File: config.mk
export PLATFORM = sky130hd
export DESIGN_NAME = reg64_arbiter
export DESIGN_NICKNAME = d
export VERILOG_FILES = /design/src/rtl/reg64_arbiter.sv
export SDC_FILE = /design/constraint.sdc
export NUM_CORES = 1
export LEC_CHECK = 0
export ABC_AREA = 1
export BUFFER_PORTS_ARGS = -buffer_cell sky130_fd_sc_hd__buf_2
export CORE_AREA = 2 2 131 133
export CTS_BUF_LIST = sky130_fd_sc_hd__clkbuf_4
export CTS_CLUSTER_DIAMETER = 50
export DETAILED_ROUTE_END_ITERATION = 6
export DIE_AREA = 0 0 133 135
export GPL_TIMING_DRIVEN = 0
export PLACE_DENSITY = 0.63
export SLEW_MARGIN = 20
export SYNTH_ARGS = -nofsm -noshare
export SYNTH_HDL_FRONTEND = slang
export SYNTH_SLANG_ARGS = --single-unit
File: constraint.sdc
create_clock -name clk -period 1.35 [get_ports clk]
set_input_delay 0.0675 -clock clk [delete_from_list [all_inputs] [get_ports clk]]
set_output_delay 0.0675 -clock clk [all_outputs]
set_load 0.05 [all_outputs]
File: src/rtl/reg64_arbiter.sv
// Shared-register write arbiter: N_REQ requesters contend for one DW-bit register.
// Define REG64_ARB_FIXED_PRIO_EN for fixed priority; default build is round-robin.
module reg64_arbiter #(
  parameter int N_REQ    = 4,
  parameter int DW       = 64,
  parameter int HOLD_CYC = 2,
  localparam int GW      = (N_REQ > 1) ? $clog2(N_REQ) : 1
) (
  input  logic                   clk,
  input  logic                   reset,
  input  logic [N_REQ-1:0]       req_valid,
  input  logic [N_REQ*DW-1:0]    req_data,
  output logic [N_REQ-1:0]       req_ready,
  output logic [GW-1:0]          grant_id,
  output logic [DW-1:0]          data_out,
  output logic                   data_valid,
  output logic                   busy
);

  // state | meaning
  // IDLE  | searching for a requester
  // GRANT | req_ready asserted to grant_id, transfer on this edge if still valid
  // HOLD  | post-write quiet window of HOLD_CYC cycles
  typedef enum logic [1:0] {IDLE, GRANT, HOLD} state_t;

  localparam logic [3:0]    HOLD_LOAD = 4'((HOLD_CYC > 0) ? HOLD_CYC - 1 : 0);
  localparam logic [GW-1:0] LAST_RST  = GW'(N_REQ - 1);

  state_t           state_q;
  logic [GW-1:0]    last_grant_q;
  logic [GW-1:0]    grant_q;
  logic [N_REQ-1:0] ready_q;
  logic [DW-1:0]    data_q;
  logic             dv_q;
  logic             busy_q;
  logic [3:0]       hold_q;

  logic [GW-1:0]    winner_d;
  logic             found_d;
  logic [GW-1:0]    idx;
  int               sum;

  always_comb begin
    winner_d = '0;
    found_d  = 1'b0;
    idx      = '0;
    sum      = 0;
    for (int k = 0; k < N_REQ; k++) begin
`ifdef REG64_ARB_FIXED_PRIO_EN
      sum = k;
`else
      sum = (int'(last_grant_q) + 1 + k) % N_REQ;
`endif
      idx = GW'(sum);
      if (!found_d && req_valid[idx]) begin
        found_d  = 1'b1;
        winner_d = idx;
      end
    end
  end

  always_ff @(posedge clk) begin
    if (reset) begin
      state_q      <= IDLE;
      last_grant_q <= LAST_RST;
      grant_q      <= '0;
      ready_q      <= '0;
      data_q       <= '0;
      dv_q         <= 1'b0;
      busy_q       <= 1'b0;
      hold_q       <= '0;
    end else begin
      dv_q <= 1'b0;
      case (state_q)
        IDLE: begin
          if (found_d) begin
            grant_q <= winner_d;
            ready_q <= {{(N_REQ-1){1'b0}}, 1'b1} << winner_d;
            busy_q  <= 1'b1;
            state_q <= GRANT;
          end
        end
        GRANT: begin
          ready_q <= '0;
          if (req_valid[grant_q]) begin
            data_q       <= req_data[grant_q*DW +: DW];
            dv_q         <= 1'b1;
            last_grant_q <= grant_q;
            if (HOLD_CYC == 0) begin
              state_q <= IDLE;
              busy_q  <= 1'b0;
            end else begin
              state_q <= HOLD;
              hold_q  <= HOLD_LOAD;
            end
          end else begin
            // withdrawn request: no write, priority pointer untouched
            state_q <= IDLE;
            busy_q  <= 1'b0;
          end
        end
        HOLD: begin
          if (hold_q == 4'd0) begin
            state_q <= IDLE;
            busy_q  <= 1'b0;
          end else begin
            hold_q <= hold_q - 1'b1;
          end
        end
        default: begin
          state_q <= IDLE;
          ready_q <= '0;
          busy_q  <= 1'b0;
        end
      endcase
    end
  end

  assign req_ready  = ready_q;
  assign grant_id   = grant_q;
  assign data_out   = data_q;
  assign data_valid = dv_q;
  assign busy       = busy_q;

endmodule

After elaboration in Yosys (flattened, before gate mapping)
Index checks and enable logic that the tools add are counted.
W data, S select, Z words.
{"block": "totals", "inputBits": 262, "out_inout_bits": 72, "ram_bits": 0, "latch_bits": 0, "elab_cells": 77, "mem_bits_ro": 0, "reg_bits": 80, "mem_count": 0}
{"block": "op_classes", "n_shift": 2, "bitwise_logic": 2, "n_eq_ne": 7, "magnitude_cmp": 5, "reduce_logical": 16, "mux": 32, "addsub": 5, "div": 0, "multipliers": 0}
{"cell": "$shiftx A256 B9 Y64", "n": 1}
{"cell": "$pmux W4 S2", "n": 2}
{"cell": "$lt A2 B3 Y1 const B", "n": 5}
{"cell": "$mux W2", "n": 7}
{"cell": "$mux W1", "n": 13}
{"cell": "$mux W4", "n": 3}
{"cell": "$bmux W1 S2", "n": 5}
{"cell": "$ne A2 B2 Y1 const B", "n": 5}
{"cell": "$reduce_and A2 Y1", "n": 4}
{"cell": "$add A2 B2 Y2 const B", "n": 3}
{"cell": "$pmux W2 S3", "n": 1}
{"cell": "$reduce_and A3 Y1", "n": 2}
{"cell": "$logic_not A4 Y1", "n": 1}
{"cell": "$shl A1 B2 Y4 const A", "n": 1}
{"cell": "$sub A4 B1 Y4 const B", "n": 1}
{"cell": "$logic_and A1 B1 Y1", "n": 3}
{"cell": "$logic_not A1 Y1", "n": 3}
{"cell": "$pmux W1 S3", "n": 1}
{"cell": "$add A2 B1 Y2 const B", "n": 1}
{"cell": "$eq A2 B1 Y1 const B", "n": 1}
{"cell": "$eq A2 B2 Y1 const B", "n": 1}
{"cell": "$logic_not A2 Y1", "n": 1}
{"cell": "$not A1 Y1", "n": 2}
{"cell": "$reduce_bool A2 Y1", "n": 1}
{"cell": "$reduce_or A2 Y1", "n": 1}

Longest topological paths before layout
{"block": "logic_depth", "depth_word": 16, "depth_mapped": 13, "depth_no_buf": 12}

Worst setup path after synthesis
OpenSTA, ideal clock, no wires.
{"block": "synth_path", "kind": "flip-flop to flip-flop", "from": "register grant_q[0] (netlist: grant_id[0])", "to": "register data_q[49] (netlist: data_out[49])", "stages_incl_launch_ff": 11, "t_arrival_ns": 1.759, "path_slack_ns": -0.525, "cell_sequence": "dfxtp_1 -> buf_6 -> buf_6 -> o211ai_2 -> nand2_1 -> nand2_2 -> nand2_1 -> inv_2 -> buf_6 -> buf_6 -> a22o_1"}
{"block": "synth_between", "elab_chain_cells": 3, "elab_cells_between_ends": 4, "classes_between": "shift (1); mux (2); reduce/logical (1)"}
{"element": "from (decl)", "line_no": "31", "rtl": "logic [GW-1:0] grant_q;"}
{"element": "from (signal assigned)", "line_no": "77", "rtl": "grant_q <= winner_d;"}
{"element": "parallel branches: the longest is 3 deep, another holds $shiftx A256 B9 Y64"}
{"element": "to (signal assigned)", "line_no": "86", "rtl": "data_q <= req_data[grant_q*DW +: DW];"}
{"element": "to (decl)", "line_no": "33", "rtl": "logic [DW-1:0] data_q;"}
Several ways; the timed one is not identified. The select of a mux whose other input is x is not followed.
A chain may end at the register's enable or synchronous reset.

Worst setup path after layout
{"block": "layout_path", "from": "register grant_q[0] (netlist: grant_id[0])", "to": "register data_q[40] (netlist: data_out[40])"}
The elaborated chain is that of the path after synthesis.

==> results.toml <==
[placed_design]
gp_congestion = 0.8780
placed_cells = 1203
place_area_mm2 = 0.006588
dp_slack_ns = -0.6508
dpl.hpwl_um = 15700
port_buffers = 333

[route]
via_count = 6472
wl_um = 21920
wire_per_inst_um = 16.95
drtAntennaViolNets = 0
drc_errors = 0
drt_first_iter_violations = 290
avgViaCountPerCell = 5.005
drt-pass1-iter-count = 5

[critical_path]
endpoint_kind = "flip-flop"
slowest_stage = "dfxtp_4"
worstPathCellList = "buf_12 > o211ai_2 > nand2_2 > nand2_4 > nor2_4 > buf_12 > clkbuf_16 > a22o_1"
cp_data_required_time_ns = 1.69
r2r_setup_slack_ns = -0.30
cpPeakStageDelay_ns = 0.41
cp.arrival_ns = 1.99
critical_path.most_common_cell = "buf_12"
crit_path_start_kind = "flip-flop"
cp_max_fo = 8
path_class = "flip-flop to flip-flop"

[layout]
fill_cells = 1647
fin_nets = 1330
finalNonFillerCells = 1293
drive_gt1_frac = 0.4655
fin_util = 0.4814
fin_area_mm2 = 0.007898
area_growth_pct = 72.51

[yosys]
syn_area_per_cell_um2 = 7.043
synthTopCellsByArea = "dfxtp_1 (35%), o21ai_0 (14%), a22o_1 (12%), nor2_1 (11%), o22ai_1 (8.7%)"
synth_ff_type = "dfxtp_1"
ys_top_cells_by_count = "nor2_1 (138), o21ai_0 (129), dfxtp_1 (80)"
netlist_instances = 650
synth_seq_cells = 80
yosys_warnings = 0
synth-async-reset-ratio = 0
yosysMostFrequentCell = "nor2_1"
syn-num-nets = 913
synth_cell_types = 27
synth_top_area_frac = 0.3498
yosys.area.top_type = "dfxtp_1"
syn_area_mm2 = 0.004578
yosysSeqAreaShare = 0.3498
synth_edf_count = 0

[floorplanning]
die_h_um = 135
ioPinCount = 334
die_area_mm2 = 0.01796
coreArea_mm2 = 0.01641
die_w_um = 133
initial_core_util = 0.2790
rows = 47

[power_and_ir_drop]
ir_worst_vdd_mv = 0.8143
leakage_uw = 0.003920
powerDensity_mw_per_mm2 = 2187

[sta]
min_period_ns = 1.651
final.setup_skew_ns = 0.01390
hold_violations = 0
timing.fmax_mhz = 605.8
worstMarginPinSlew_ns = 0.5141
rsz0062_at_grt = "true"
timing.setup.tns_ns = -18.56
layout_setup_ws_ns = -0.3007
setup_viol = 79
timing.final.crit_share = 1.223
relSlewSlack = 0.6573
drv_slew = 0

[outcome]
outcome = "finished, violations left"
violations = "setup timing"

[global_route]
grt_pass1_vias = 6312
track_usage = 0.2309
grt_start_max_net_pins = 14
grt_pass1_wl_um = 32510
grt-ovfl-total = 0
antenna_found_initial = 3

[clock_network]
clk_pin_slew_ns = 0.13
cts_inserted_buffers = 9
cts_root_buffer = "clkbuf_4"
htreeDepth = 3
clock-sinks = 80
insertion_delay_ns = 0.45
cts_tree = "yes"
clk_path_buf_depth = 2

[hold_path]
hp-class = "input port to flip-flop"

[flow_run]
cap_viol_max_count = 0
layout make-up:
type	instances	area [µm²]	share of cell area
Antenna cell	1	2.502	0.0003169
Timing Repair Buffer	407	2451	0.3104
Buffer	57	499.2	0.06321
Clock buffer	12	90.09	0.01141
Sequential cell	80	1612	0.2041
Clock inverter	4	46.29	0.005862
Inverter	21	93.84	0.01188
Multi-Input combinational cell	491	2828	0.3580
Tap cell	220	275.3	0.03485
report_power, final:
group          internal [µW]  total (µW)  switching [µW]
clock network            620        1500             878
registers               3160        3630             474
logic                   4350       12100            7790
worst max-delay path, delay by kind of cell, from the launching register on:
| kind | cells | cell delay, ns |
|---|---|---|
| flip-flops | 1 | 0.41 |
| AO/OA/AOI/OAI | 2 | 0.36 |
| AND/OR/NAND/NOR | 3 | 0.26 |
| buffers and inverters | 3 | 0.49 |
logic make-up (layout without fill, tap and decap cells):
kind of cell / after synthesis / in the layout / synth area share
other cells: 0 / 1 / 0
buf+inv: 80 / 501 / 0.08800
simple gates: 216 / 216 / 0.1864
flops: 80 / 80 / 0.3498
fa+ha+maj: 1 / 1 / 0.002733
compound gates: 273 / 274 / 0.3731
routing by layer:
layer | wire (µm) | GRT usage
met4 | 408 | 0.07527
met3 | 1578 | 0.04955
met5 | 29 | 0
met2 | 10930 | 0.4070
met1 | 8974 | 0.2803
timing repair:
action                                  in CTS  in global routing
gates cloned                                 4                  4
resized for setup                           94                 73
setup buffers                               21                  1
pin swaps                                   26                 15
endpoints found under the setup margin      80                 80
hold endpoints to repair                    44                  0
hold buffers                                46                  0
flip-flops by register name, indices dropped and copies added (netlist names):
register	count
busy	1
data_out	64
data_valid	1
grant_id	2
hold_q	4
last_grant_q	2
req_ready	4
state_q	2
stage by stage:
| step | hold WS [ns] | total power (µW) |
|---|---|---|
| 5_1_grt | 0.003602 | 18480 |
| 3_5_place_dp | 0.4019 | 13800 |
| 3_3_place_gp | 0.3996 | 13780 |
| 4_1_cts | 0.0002702 | 16750 |
| 2_1_floorplan | 0.2599 | 10950 |
| 6_report | 0.03067 | 17270 |
placed cells by master, fill, tap and decap left out, types with 2 or more instances in the layout:
| master | n |
|---|---|
| buf_2 | 337 |
| nor2_1 | 129 |
| o21ai_0 | 98 |
| dfxtp_1 | 76 |
| a22o_1 | 64 |
| o22ai_1 | 62 |
| dlygate4sd3_1 | 46 |
| o21ai_1 | 31 |
| nand2_1 | 27 |
| buf_4 | 27 |
| nand2_2 | 20 |
| clkbuf_2 | 18 |
| clkbuf_4 | 16 |
| inv_1 | 13 |
| buf_6 | 11 |
| nor2_2 | 9 |
| nand2_4 | 7 |
| nand3_2 | 7 |
| a21oi_1 | 7 |
| buf_12 | 6 |
| nand3_1 | 6 |
| clkbuf_16 | 5 |
| clkbuf_1 | 4 |
| nor2_4 | 4 |
| inv_2 | 4 |
| buf_8 | 4 |
| nor3_1 | 4 |
| inv_4 | 3 |
| a21oi_4 | 3 |
| o21ai_2 | 2 |
| nand4_1 | 2 |
| o22ai_2 | 2 |
| dfxtp_4 | 2 |
| dfxtp_2 | 2 |
worst paths after layout:
check / from / end / cells past startpoint
worst max-delay path: grant_id[0] / data_out[40] / 8
worst min-delay path: req_data[57] / data_out[57] / 4
worst max register to register: grant_id[0] / data_out[40] / 8
worst min register to register: req_ready[3] / req_ready[3] / 2
(Power assumes the default switching activity.)
